--- config.mk ---
export PLATFORM = sky130hd
export DESIGN_NAME = sparse_dot_engine
export DESIGN_NICKNAME = d
export VERILOG_FILES = /design/src/rtl/sparse_mac_pkg.sv /design/src/rtl/sparse_isect.sv /design/src/rtl/sparse_dot_engine.sv
export SDC_FILE = /design/constraint.sdc
export NUM_CORES = 1
export LEC_CHECK = 0
export BUFFER_PORTS_ARGS = -buffer_cell sky130_fd_sc_hd__clkbuf_2
export CAP_MARGIN = 15
export CORE_ASPECT_RATIO = 0.9
export CORE_MARGIN = 2
export CORE_UTILIZATION = 45
export CTS_CLUSTER_SIZE = 25
export DETAILED_ROUTE_END_ITERATION = 8
export GPL_ROUTABILITY_DRIVEN = 0
export PLACE_DENSITY = 0.61
export REMOVE_ABC_BUFFERS = 1
export SKIP_LAST_GASP = 1
export SLEW_MARGIN = 20
export SYNTH_ARGS = -nofsm -noshare
export SYNTH_HDL_FRONTEND = slang
export SYNTH_SLANG_ARGS = --single-unit
--- constraint.sdc ---
create_clock -name mac_clk -period 8.63 [get_ports mac_clk]
set_clock_uncertainty 0.2 [all_clocks]
set_input_delay 0.863 -clock mac_clk [delete_from_list [all_inputs] [get_ports mac_clk]]
set_output_delay 0.863 -clock mac_clk [all_outputs]
set_load 0.005 [all_outputs]
--- src/rtl/sparse_mac_pkg.sv ---
// Shared defaults, FSM encoding and stream element type for the sparse dot-product engine.
package sparse_mac_pkg;

    localparam int DEF_NUM_CH = 2;
    localparam int DEF_IDX_W  = 16;
    localparam int DEF_DATA_W = 16;
    localparam int DEF_ACC_W  = 48;
    localparam int DEF_CNT_W  = 16;

    typedef enum logic [1:0] {
        ST_RUN,
        ST_DRAIN,
        ST_FLUSH,
        ST_OUT
    } isect_state_e;

    typedef struct packed {
        logic [DEF_IDX_W-1:0]         idx;
        logic signed [DEF_DATA_W-1:0] val;
        logic                         last;
    } elem_t;

    // Full-precision width of the product of every channel's value.
    function automatic int prod_width(input int num_ch, input int data_w);
        return num_ch * data_w;
    endfunction

endpackage

--- src/rtl/sparse_isect.sv ---
// Head-of-stream intersection: compares channel indices, generates per-channel ready,
// tracks finished channels and sequences RUN -> DRAIN -> FLUSH -> OUT.
module sparse_isect
    import sparse_mac_pkg::*;
#(
    parameter int NUM_CH = DEF_NUM_CH,
    parameter int IDX_W  = DEF_IDX_W
) (
    input  logic                    clk_i,
    input  logic                    rst_i,
    input  logic [NUM_CH-1:0]       valid_i,
    input  logic [NUM_CH*IDX_W-1:0] idx_i,
    input  logic [NUM_CH-1:0]       last_i,
    input  logic                    out_fire_i,
    output logic [NUM_CH-1:0]       ready_o,
    output logic                    match_o,
    output logic                    out_state_o
);

    isect_state_e      state_q;
    logic [NUM_CH-1:0] finished_q;
    logic [NUM_CH-1:0] finished_d;
    logic [NUM_CH-1:0] pop;
    logic [IDX_W-1:0]  maxIdx;
    logic              allValid;
    logic              headsEqual;

    always_comb begin
        maxIdx     = '0;
        allValid   = 1'b1;
        headsEqual = 1'b1;
        pop        = '0;
        for (int c = 0; c < NUM_CH; c++) begin
            if (!finished_q[c]) begin
                allValid = allValid & valid_i[c];
                if (idx_i[c*IDX_W +: IDX_W] > maxIdx) maxIdx = idx_i[c*IDX_W +: IDX_W];
            end
        end
        for (int c = 0; c < NUM_CH; c++) begin
            if (!finished_q[c] && (idx_i[c*IDX_W +: IDX_W] != maxIdx)) headsEqual = 1'b0;
        end
        case (state_q)
            ST_RUN: begin
                if (allValid) begin
                    for (int c = 0; c < NUM_CH; c++) begin
                        pop[c] = !finished_q[c] && (headsEqual || (idx_i[c*IDX_W +: IDX_W] < maxIdx));
                    end
                end
            end
            ST_DRAIN: pop = valid_i & ~finished_q;
            default:  pop = '0;
        endcase
        if (rst_i) pop = '0;
        finished_d = finished_q | (pop & last_i);
    end

    assign ready_o     = pop;
    assign match_o     = (state_q == ST_RUN) && allValid && headsEqual && !rst_i;
    assign out_state_o = (state_q == ST_OUT);

    // RUN and DRAIN share the exit rule: all finished -> FLUSH, some finished -> DRAIN.
    always_ff @(posedge clk_i) begin
        if (rst_i) begin
            state_q    <= ST_RUN;
            finished_q <= '0;
        end else begin
            case (state_q)
                ST_RUN, ST_DRAIN: begin
                    finished_q <= finished_d;
                    if (&finished_d)      state_q <= ST_FLUSH;
                    else if (|finished_d) state_q <= ST_DRAIN;
                end
                ST_FLUSH: state_q <= ST_OUT;
                ST_OUT: begin
                    if (out_fire_i) begin
                        state_q    <= ST_RUN;
                        finished_q <= '0;
                    end
                end
                default: state_q <= ST_RUN;
            endcase
        end
    end

endmodule

--- src/rtl/sparse_dot_engine.sv ---
// Sparse dot-product engine: intersects NUM_CH compressed (index, value, last) streams,
// multiplies matched values and returns one accumulated result per vector.
module sparse_dot_engine
    import sparse_mac_pkg::*;
#(
    parameter int NUM_CH = DEF_NUM_CH,
    parameter int IDX_W  = DEF_IDX_W,
    parameter int DATA_W = DEF_DATA_W,
    parameter int ACC_W  = DEF_ACC_W,
    parameter int CNT_W  = DEF_CNT_W
) (
    input  logic                     mac_clk,
    input  logic                     mac_rst,
    input  logic [NUM_CH-1:0]        in_valid_i,
    output logic [NUM_CH-1:0]        in_ready_o,
    input  logic [NUM_CH*IDX_W-1:0]  in_idx_i,
    input  logic [NUM_CH*DATA_W-1:0] in_val_i,
    input  logic [NUM_CH-1:0]        in_last_i,
    input  logic                     sat_en_i,
    output logic                     out_valid_o,
    input  logic                     out_ready_i,
    output logic [ACC_W-1:0]         out_data_o,
    output logic [CNT_W-1:0]         out_match_o,
    output logic                     out_ovf_o
);

    localparam int PROD_W = prod_width(NUM_CH, DATA_W);
    localparam int EXT_W  = ACC_W + 1 - PROD_W;

    logic              match;
    logic              outState;
    logic              outFire;
    logic [DATA_W-1:0] lane;
    logic [PROD_W-1:0] factor;
    logic [PROD_W-1:0] prodComb;
    logic [PROD_W-1:0] prod_q;
    logic              prod_vld_q;
    logic [ACC_W:0]    accSum;
    logic              accOvf;
    logic [ACC_W-1:0]  acc_d;
    logic [ACC_W-1:0]  acc_q;
    logic [CNT_W-1:0]  cnt_q;
    logic              ovf_q;
    logic              out_valid_q;
    logic [ACC_W-1:0]  out_data_q;
    logic [CNT_W-1:0]  out_match_q;
    logic              out_ovf_q;

    sparse_isect #(
        .NUM_CH (NUM_CH),
        .IDX_W  (IDX_W)
    ) u_isect (
        .clk_i       (mac_clk),
        .rst_i       (mac_rst),
        .valid_i     (in_valid_i),
        .idx_i       (in_idx_i),
        .last_i      (in_last_i),
        .out_fire_i  (outFire),
        .ready_o     (in_ready_o),
        .match_o     (match),
        .out_state_o (outState)
    );

    assign outFire = out_valid_q & out_ready_i;

    // Low PROD_W bits of an unsigned multiply equal the signed product once both are sign-extended.
    always_comb begin
        lane     = in_val_i[DATA_W-1:0];
        prodComb = {{(PROD_W-DATA_W){lane[DATA_W-1]}}, lane};
        factor   = '0;
        for (int c = 1; c < NUM_CH; c++) begin
            lane     = in_val_i[c*DATA_W +: DATA_W];
            factor   = {{(PROD_W-DATA_W){lane[DATA_W-1]}}, lane};
            prodComb = prodComb * factor;
        end
    end

    always_comb begin
        accSum = {acc_q[ACC_W-1], acc_q} + {{EXT_W{prod_q[PROD_W-1]}}, prod_q};
        accOvf = accSum[ACC_W] ^ accSum[ACC_W-1];
        if (accOvf && sat_en_i) begin
            acc_d = accSum[ACC_W] ? {1'b1, {(ACC_W-1){1'b0}}} : {1'b0, {(ACC_W-1){1'b1}}};
        end else begin
            acc_d = accSum[ACC_W-1:0];
        end
    end

    always_ff @(posedge mac_clk) begin
        if (mac_rst) begin
            prod_q      <= '0;
            prod_vld_q  <= 1'b0;
            acc_q       <= '0;
            cnt_q       <= '0;
            ovf_q       <= 1'b0;
            out_valid_q <= 1'b0;
            out_data_q  <= '0;
            out_match_q <= '0;
            out_ovf_q   <= 1'b0;
        end else begin
            prod_vld_q <= match;
            if (match) prod_q <= prodComb;
            if (outFire) begin
                acc_q       <= '0;
                cnt_q       <= '0;
                ovf_q       <= 1'b0;
                out_valid_q <= 1'b0;
            end else if (prod_vld_q) begin
                acc_q <= acc_d;
                cnt_q <= (&cnt_q) ? cnt_q : cnt_q + CNT_W'(1);
                ovf_q <= ovf_q | accOvf;
            end
            if (outState && !out_valid_q) begin
                out_valid_q <= 1'b1;
                out_data_q  <= acc_q;
                out_match_q <= cnt_q;
                out_ovf_q   <= ovf_q;
            end
        end
    end

    assign out_valid_o = out_valid_q & ~mac_rst;
    assign out_data_o  = mac_rst ? '0 : out_data_q;
    assign out_match_o = mac_rst ? '0 : out_match_q;
    assign out_ovf_o   = out_ovf_q & ~mac_rst;

endmodule
==> results of run 1 <==
[registers in the layout, summed over array words and instances (netlist names), 2 cells and up]
name                cells
acc_q                  48
out_data_q             48
u_isect.state_q         2
u_isect.finished_q      2
prod_q                 32
cnt_q                  16
out_match_q            16
[critical path: stages]
cell and delay, ps:
clkbuf_2 290, nand2_1 140, fa_1 570, inv_1 60
fa_1 540, inv_1 60, fa_1 530, fa_1 560
inv_1 50, fa_1 470, inv_1 50, fa_1 470
inv_1 40, ha_1 340, a21o_1 240, a21oi_1 230
nor2b_1 70, o21ai_0 560, a31oi_1 210, o21ai_0 400
a21oi_1 160, o41ai_1 330, xnor2_1 170, o21ai_0 80
[layout make-up]
class / instances / area, sq um / share of cell area
Multi-Input combinational cell: 1862 / 15500 / 0.696
Clock buffer: 20 / 457 / 0.0205
Sequential cell: 168 / 3360 / 0.151
Clock inverter: 12 / 154 / 0.00692
Tap cell: 608 / 761 / 0.0342
Inverter: 334 / 1250 / 0.0564
Timing Repair Buffer: 146 / 771 / 0.0346
[worst paths after layout]
| path | end | slack (ps) | cells past startpoint |
|---|---|---|---|
| hold / removal | out_match_q[9] | 250 | 2 |
| hold reg to reg | out_match_q[9] | 250 | 2 |
| setup reg to reg | prod_q[0] | 2350 | 21 |
| setup / recovery | prod_q[31] | 1240 | 24 |
[stage by stage]
stage	power, mW	cell area, sq um	cells
finish	8.12	22200	3150
global route	9.07	22200	3150
CTS	8.18	22200	3149
detailed placement	7.34	21600	3117
global placement	7.20	21600	3117
floorplan	5.90	20100	2364
[placed cells by master (no fill, tap or decap), drive strengths merged, types with 5 or more instances in the layout]
master,count
o2111ai,5
and4,7
and3,13
nand3b,31
o211ai,13
nor2,117
dfxtp,168
xor2,20
a221oi,6
o21bai,6
a31oi,18
inv,340
fa,263
or3,18
clkbuf,158
a21o,59
o21ai,126
nand2b,26
xnor2,62
a211oi,8
mux2i,5
a2111oi,5
ha,175
a211o,5
buf,8
nor3,18
nand2,341
o21a,18
nor2b,74
nand4,18
nand3,29
and2,108
nor4,6
a21oi,208
[power breakdown]
group / internal [mW] / switching (mW)
Combinational: 2.85 / 3.68
Clock: 0.452 / 0.351
Sequential: 0.782 / 0.0144
[logic make-up (layout without fill, tap and decap cells)]
logic type,count (synthesis),after routing
xor+xnor,82,82
fa+ha+maj,440,440
mux,7,7
buf+inv,451,512
simple gates,816,816
flops,168,168
compound gates,517,517
[routing by layer]
| metal | vias to the layer above | GRT usage | wire length (um) |
|---|---|---|---|
| met2 | 395 | 0.376 | 24000 |
| li1 | 8189 | - | - |
| met4 | 0 | 0.0466 | 785 |
| met1 | 8202 | 0.304 | 24700 |
| met3 | 50 | 0.0247 | 2260 |
| met5 | - | 0 | 0 |
==> metrics.md, run 1 <==
| Metric | Value |
|---|---|
| # resized after CTS | `0` |
| Crit path capture type | `flip-flop` |
| Asr flop ratio synth | `0` |
| Max-cap violations | `0` |
| DRT antenna net count | `0` |
| Fin crit share | `0.856` |
| Required time of the critical path | `8720 ps` |
| Vias in the first global route | `16790` |
| Dpl hpwl | `40.7 mm` |
| Mux cell area share after synthesis | `0.00371` |
| Pwr dens | `365 nW/um^2` |
| Top cell type's share of synthesized area | `0.256` |
| Die height | `207 um` |
| Skew-Pair Late Insertion Delay | `440 ps` |
| Post-synth EDFFs | `0` |
| Max_slew headroom | `0.295` |
| Hold-fix buffers, CTS | `0` |
| Nets | `3039` |
| XOR/XNOR Fraction of Synth Area | `0.0349` |
| Critical path launch point | `in_val_i[10]` |
| Layout Utilization | `0.491` |
| Vias per cell | `5.34` |
| Slew Limit Fails | `0` |
| Top cells by area, synth | `fa_1 (26%), dfxtp_1 (16%), ha_1 (11%), nand2_1 (6.2%), inv_1 (6.1%)` |
| Port bufs | `139` |
| Status | `finished, final reports clean` |
| Detailed Route Iter0 Violations | `998` |
| Max Buffers Root-to-Sink | `2` |
| Worst Path Max Fanout | `16` |
| Leading area contributor after synthesis | `fa_1` |
| Final setup violation count | `0` |
| Root Buffer | `clkbuf_16` |
| Critical R2R Launch | `u_isect.finished_q[0]` |
| Post-DR wirelength/cell | `16.4 um` |
| CORE AREA | `45300 sq um` |
| Register area share after synthesis | `0.164` |
| Post-synthesis cell type count | `87` |
| Tot GR Track Use | `0.220` |
| Post-Syn Area | `20600 sq um` |
| Die X | `229 um` |
| Hold violation count in the final report | `0` |
| Post-synthesis adder-cell area fraction | `0.364` |
| P&R area growth vs syn | `8.20%` |
| Remaining global-route overflow | `0` |
| Post-Synth Simple-Gate Area | `0.194` |
| Primary FF master, synth | `dfxtp_1` |
| Syn. warnings | `0` |
| Crit path DAT | `7480 ps` |
| Worst-margin pin slew | `1060 ps` |
| Via count | `16836` |
| Layout cells sized above 1 | `0.0834` |
| Clk slew on worst S/H paths | `70 ps` |
| Largest family of logic cells by synthesized area | `adder cells` |
| Worst Setup Start Kind | `input port` |
| Number of detailed-route iterations in the first pass | `5` |
| Die Area | `47400 sq um` |
| Antenna diodes | `0` |
| WS Path Type | `in -> reg` |
| Fillers | `4410` |
| Leakage | `10.5 nW` |
| Post-CTS Setup Bufs | `0` |
| Hold WC Path Type | `reg -> reg` |
| Instance count of the mapped netlist | `2481` |
| Drt drc | `0` |
| Final hold slack | `251 ps` |
| PnR worst setup slack | `1240 ps` |
| Final WL | `51.7 mm` |
| Hold Path Origin | `out_match_q[9]` |
| Synth top cells by count | `nand2_1 (341), inv_1 (334), fa_1 (263), a21oi_1 (207), ha_1 (175)` |
| H-tree levels | `4` |
| CTS tree | `yes` |
| Most frequent cell after synthesis | `nand2_1` |
| Cell Rows | `74` |
| Peak Freq | `135 MHz` |
| Clock sinks | `168` |
| Worst IR Drop VDD | `0.000491 V` |
| Largest net degree at the start of global routing | `96` |
| Post-synthesis register bit count | `168` |
| Ports | `140` |
| Dpl ws | `863 ps` |
| Unrepaired setup endpoints after global routing | `no` |
| Initial core utilization | `0.454` |
| Global-route wire length before repair | `85.4 mm` |
| Synth Area in Compound Gates | `0.155` |
| Tmin final | `7390 ps` |
| Antenna violations before repair | `0` |
| Fin Setup TNS | `0 ps` |
| Synth Area per Inst | `8.29 sq um` |
| Total CTS buffers | `17` |
Note: power is estimated with default switching activity, not from simulation.
==> inputs of run 2 (changes only) <==
--- a/config.mk
+++ b/config.mk
@@ -5,15 +5,15 @@
 export SDC_FILE = /design/constraint.sdc
 export NUM_CORES = 1
 export LEC_CHECK = 0
-export BUFFER_PORTS_ARGS = -buffer_cell sky130_fd_sc_hd__clkbuf_2
+export BUFFER_PORTS_ARGS = -buffer_cell sky130_fd_sc_hd__buf_2
 export CAP_MARGIN = 15
 export CORE_ASPECT_RATIO = 0.9
 export CORE_MARGIN = 2
-export CORE_UTILIZATION = 45
+export CORE_UTILIZATION = 50
 export CTS_CLUSTER_SIZE = 25
 export DETAILED_ROUTE_END_ITERATION = 8
 export GPL_ROUTABILITY_DRIVEN = 0
-export PLACE_DENSITY = 0.61
+export PLACE_DENSITY = 0.7
 export REMOVE_ABC_BUFFERS = 1
 export SKIP_LAST_GASP = 1
 export SLEW_MARGIN = 20
==> constraint.sdc (replaced) <==
create_clock -name mac_clk -period 5.9 [get_ports mac_clk]
set_clock_uncertainty 0.2 [all_clocks]
set_input_delay 0.59 -clock mac_clk [delete_from_list [all_inputs] [get_ports mac_clk]]
set_output_delay 0.59 -clock mac_clk [all_outputs]
set_load 0.005 [all_outputs]
==> metrics.md, run 2 (synthesis gave the netlist of run 1 again) <==
| Metric | Value |
|---|---|
| Status | `finished, violations left` |
| Failing checks | `setup timing` |
| Initial core utilization | `0.506` |
| Die X | `218 um` |
| Pint | `8.87 mW` |
| Critical path launch point | `in_val_i[20]` |
| Layout Utilization | `0.596` |
| Clock power frac | `0.069` |
| Hold WC Path Type | `reg -> reg` |
| Tot GR Track Use | `0.244` |
| Clock sinks | `168` |
| P&R area growth vs syn | `17.8%` |
| Power Total | `16.0 mW` |
| Via count | `17732` |
| Die height | `196 um` |
| Post-placement cell area | `22900 sq um` |
| Skew-Pair Late Insertion Delay | `440 ps` |
| Fillers | `3551` |
| Peak Freq | `167 MHz` |
| Tmin final | `5990 ps` |
| Drt drc | `0` |
| Post-route cell area | `24200 sq um` |
| Antenna diodes | `0` |
| Worst Setup Start Kind | `input port` |
| Total CTS buffers | `17` |
| CORE AREA | `40600 sq um` |
| R2R Setup Slk | `650 ps` |
| Hold Path Origin | `out_match_q[12]` |
| Worst Path Max Fanout | `4` |
| Final setup violation count | `4` |
| Non-Filler Instances | `3280` |
| Dpl hpwl | `41.2 mm` |
| Port bufs | `139` |
| Largest net degree at the start of global routing | `88` |
| CTS tree | `yes` |
| Leakage | `11.6 nW` |
| Worst-margin pin slew | `1040 ps` |
| Root Buffer | `clkbuf_16` |
| Max Buffers Root-to-Sink | `2` |
| Pwr dens | `660 nW/um^2` |
| Placed insts | `3221` |
| Slew Limit Fails | `0` |
| Critical R2R Launch | `u_isect.finished_q[0]` |
| Hold violation count in the final report | `0` |
| Cell Rows | `70` |
| Global-route wire length before repair | `86.7 mm` |
| Layout cells sized above 1 | `0.176` |
| Final WL | `51.6 mm` |
| Vias in the first global route | `18429` |
| Ports | `140` |
| Max_slew headroom | `0.303` |
| Fin crit share | `1.01` |
| DRT antenna net count | `0` |
| Remaining global-route overflow | `0` |
| PnR worst setup slack | `-85.5 ps` |
| WS Path Type | `in -> reg` |
| FF-to-FF End | `prod_q[30]` |
| Required time of the critical path | `6070 ps` |
| Vias per cell | `5.41` |
| Commonest cells after routing, fill and taps aside | `nand2_1 (333), inv_1 (320), fa_1 (260)` |
| Dpl ws | `-937 ps` |
| Multi-input logic area | `15900 sq um` |
| Clk slew on worst S/H paths | `70 ps` |
| Nets | `3237` |
| FF+latch area | `3360 sq um` |
| Seq pwr share | `0.073` |
| Antenna violations before repair | `0` |
| Detailed Route Iter0 Violations | `1165` |
| Worst setup endpoint | `prod_q[30]` |
| Post-DR wirelength/cell | `15.7 um` |
| P_sw | `7.11 mW` |
| Switching Fraction | `0.445` |
| Unrepaired setup endpoints after global routing | `yes` |
| Number of detailed-route iterations in the first pass | `7` |
| Reg2reg path depth | `24` |
| Crit path DAT | `6160 ps` |
| Max-cap violations | `0` |
| Worst IR Drop VDD | `0.000888 V` |
| Crit path capture type | `flip-flop` |
| Die Area | `42800 sq um` |
| Largest regs | `acc_q: 48 flops, out_data_q: 48 flops, prod_q: 32 flops` |
| Combinational fraction of design power | `0.858` |
| H-tree levels | `4` |
| Most common cell after layout, fill and taps aside | `nand2_1` |
-- run 2: through the flow --
step,TNS (ps),hold slack [ps]
2_1_floorplan,-997,226
3_3_place_gp,-7340,239
3_5_place_dp,-8870,242
4_1_cts,-131,251
5_1_grt,-1970,266
6_report,-216,250
-- run 2: power groups by stage --
stage	Clock, mW	Sequential, mW	Combinational (mW)
after CTS	1.11	1.16	12.3
final	1.11	1.16	13.7
after detailed placement	0	1.19	11.7
after floorplan	0	1.18	7.45
after global routing	1.16	1.17	15.3
after global placement	0	1.19	11.4
-- run 2: layout make-up --
type	instances	area share
Clock inverter	13	0.00496
Tap cell	540	0.0279
Inverter	334	0.0518
Sequential cell	168	0.139
Timing Repair Buffer	344	0.103
Clock buffer	19	0.0187
Multi-Input combinational cell	1862	0.654
-- run 2: worst min path at each step --
stage / to / slack (ps) / cells after the start
global placement: out_match_q[5] / 240 / 2
detailed placement: out_data_q[33] / 240 / 2
global route: out_match_q[15] / 270 / 2
finish: out_match_q[12] / 250 / 2
CTS: out_data_q[10] / 250 / 2
floorplan: out_ovf_q / 230 / 2
-- run 2: what timing repair did --
item | 4_1_cts | 5_1_grt
setup buffers | 9 | 19
resized for setup | 72 | 66
setup endpoints to repair | 11 | 12
pin swaps | 49 | 63
hold buffers | 0 | 0
-- run 2: layer usage --
metal / track usage / vias to the layer above / part of all wire
li1: - / 8584 / -
met1: 0.320 / 8529 / 0.45
met2: 0.427 / 539 / 0.48
met3: 0.0278 / 80 / 0.049
met4: 0.0683 / 0 / 0.021
met5: 0 / - / 0
-- run 2: worst max-delay path, cell delays in order --
cell and delay [ps]:
buf_8 80, buf_12 110, nand2_4 40, fa_1 560, inv_2 50, fa_1 500
fa_1 530, fa_1 570, inv_2 40, fa_1 520, inv_2 40, fa_1 530
ha_4 320, inv_4 40, o41ai_2 320, buf_4 180, a21oi_4 50, o21a_1 220
o211ai_1 210, o211ai_1 140, or3_1 320, a32oi_1 190
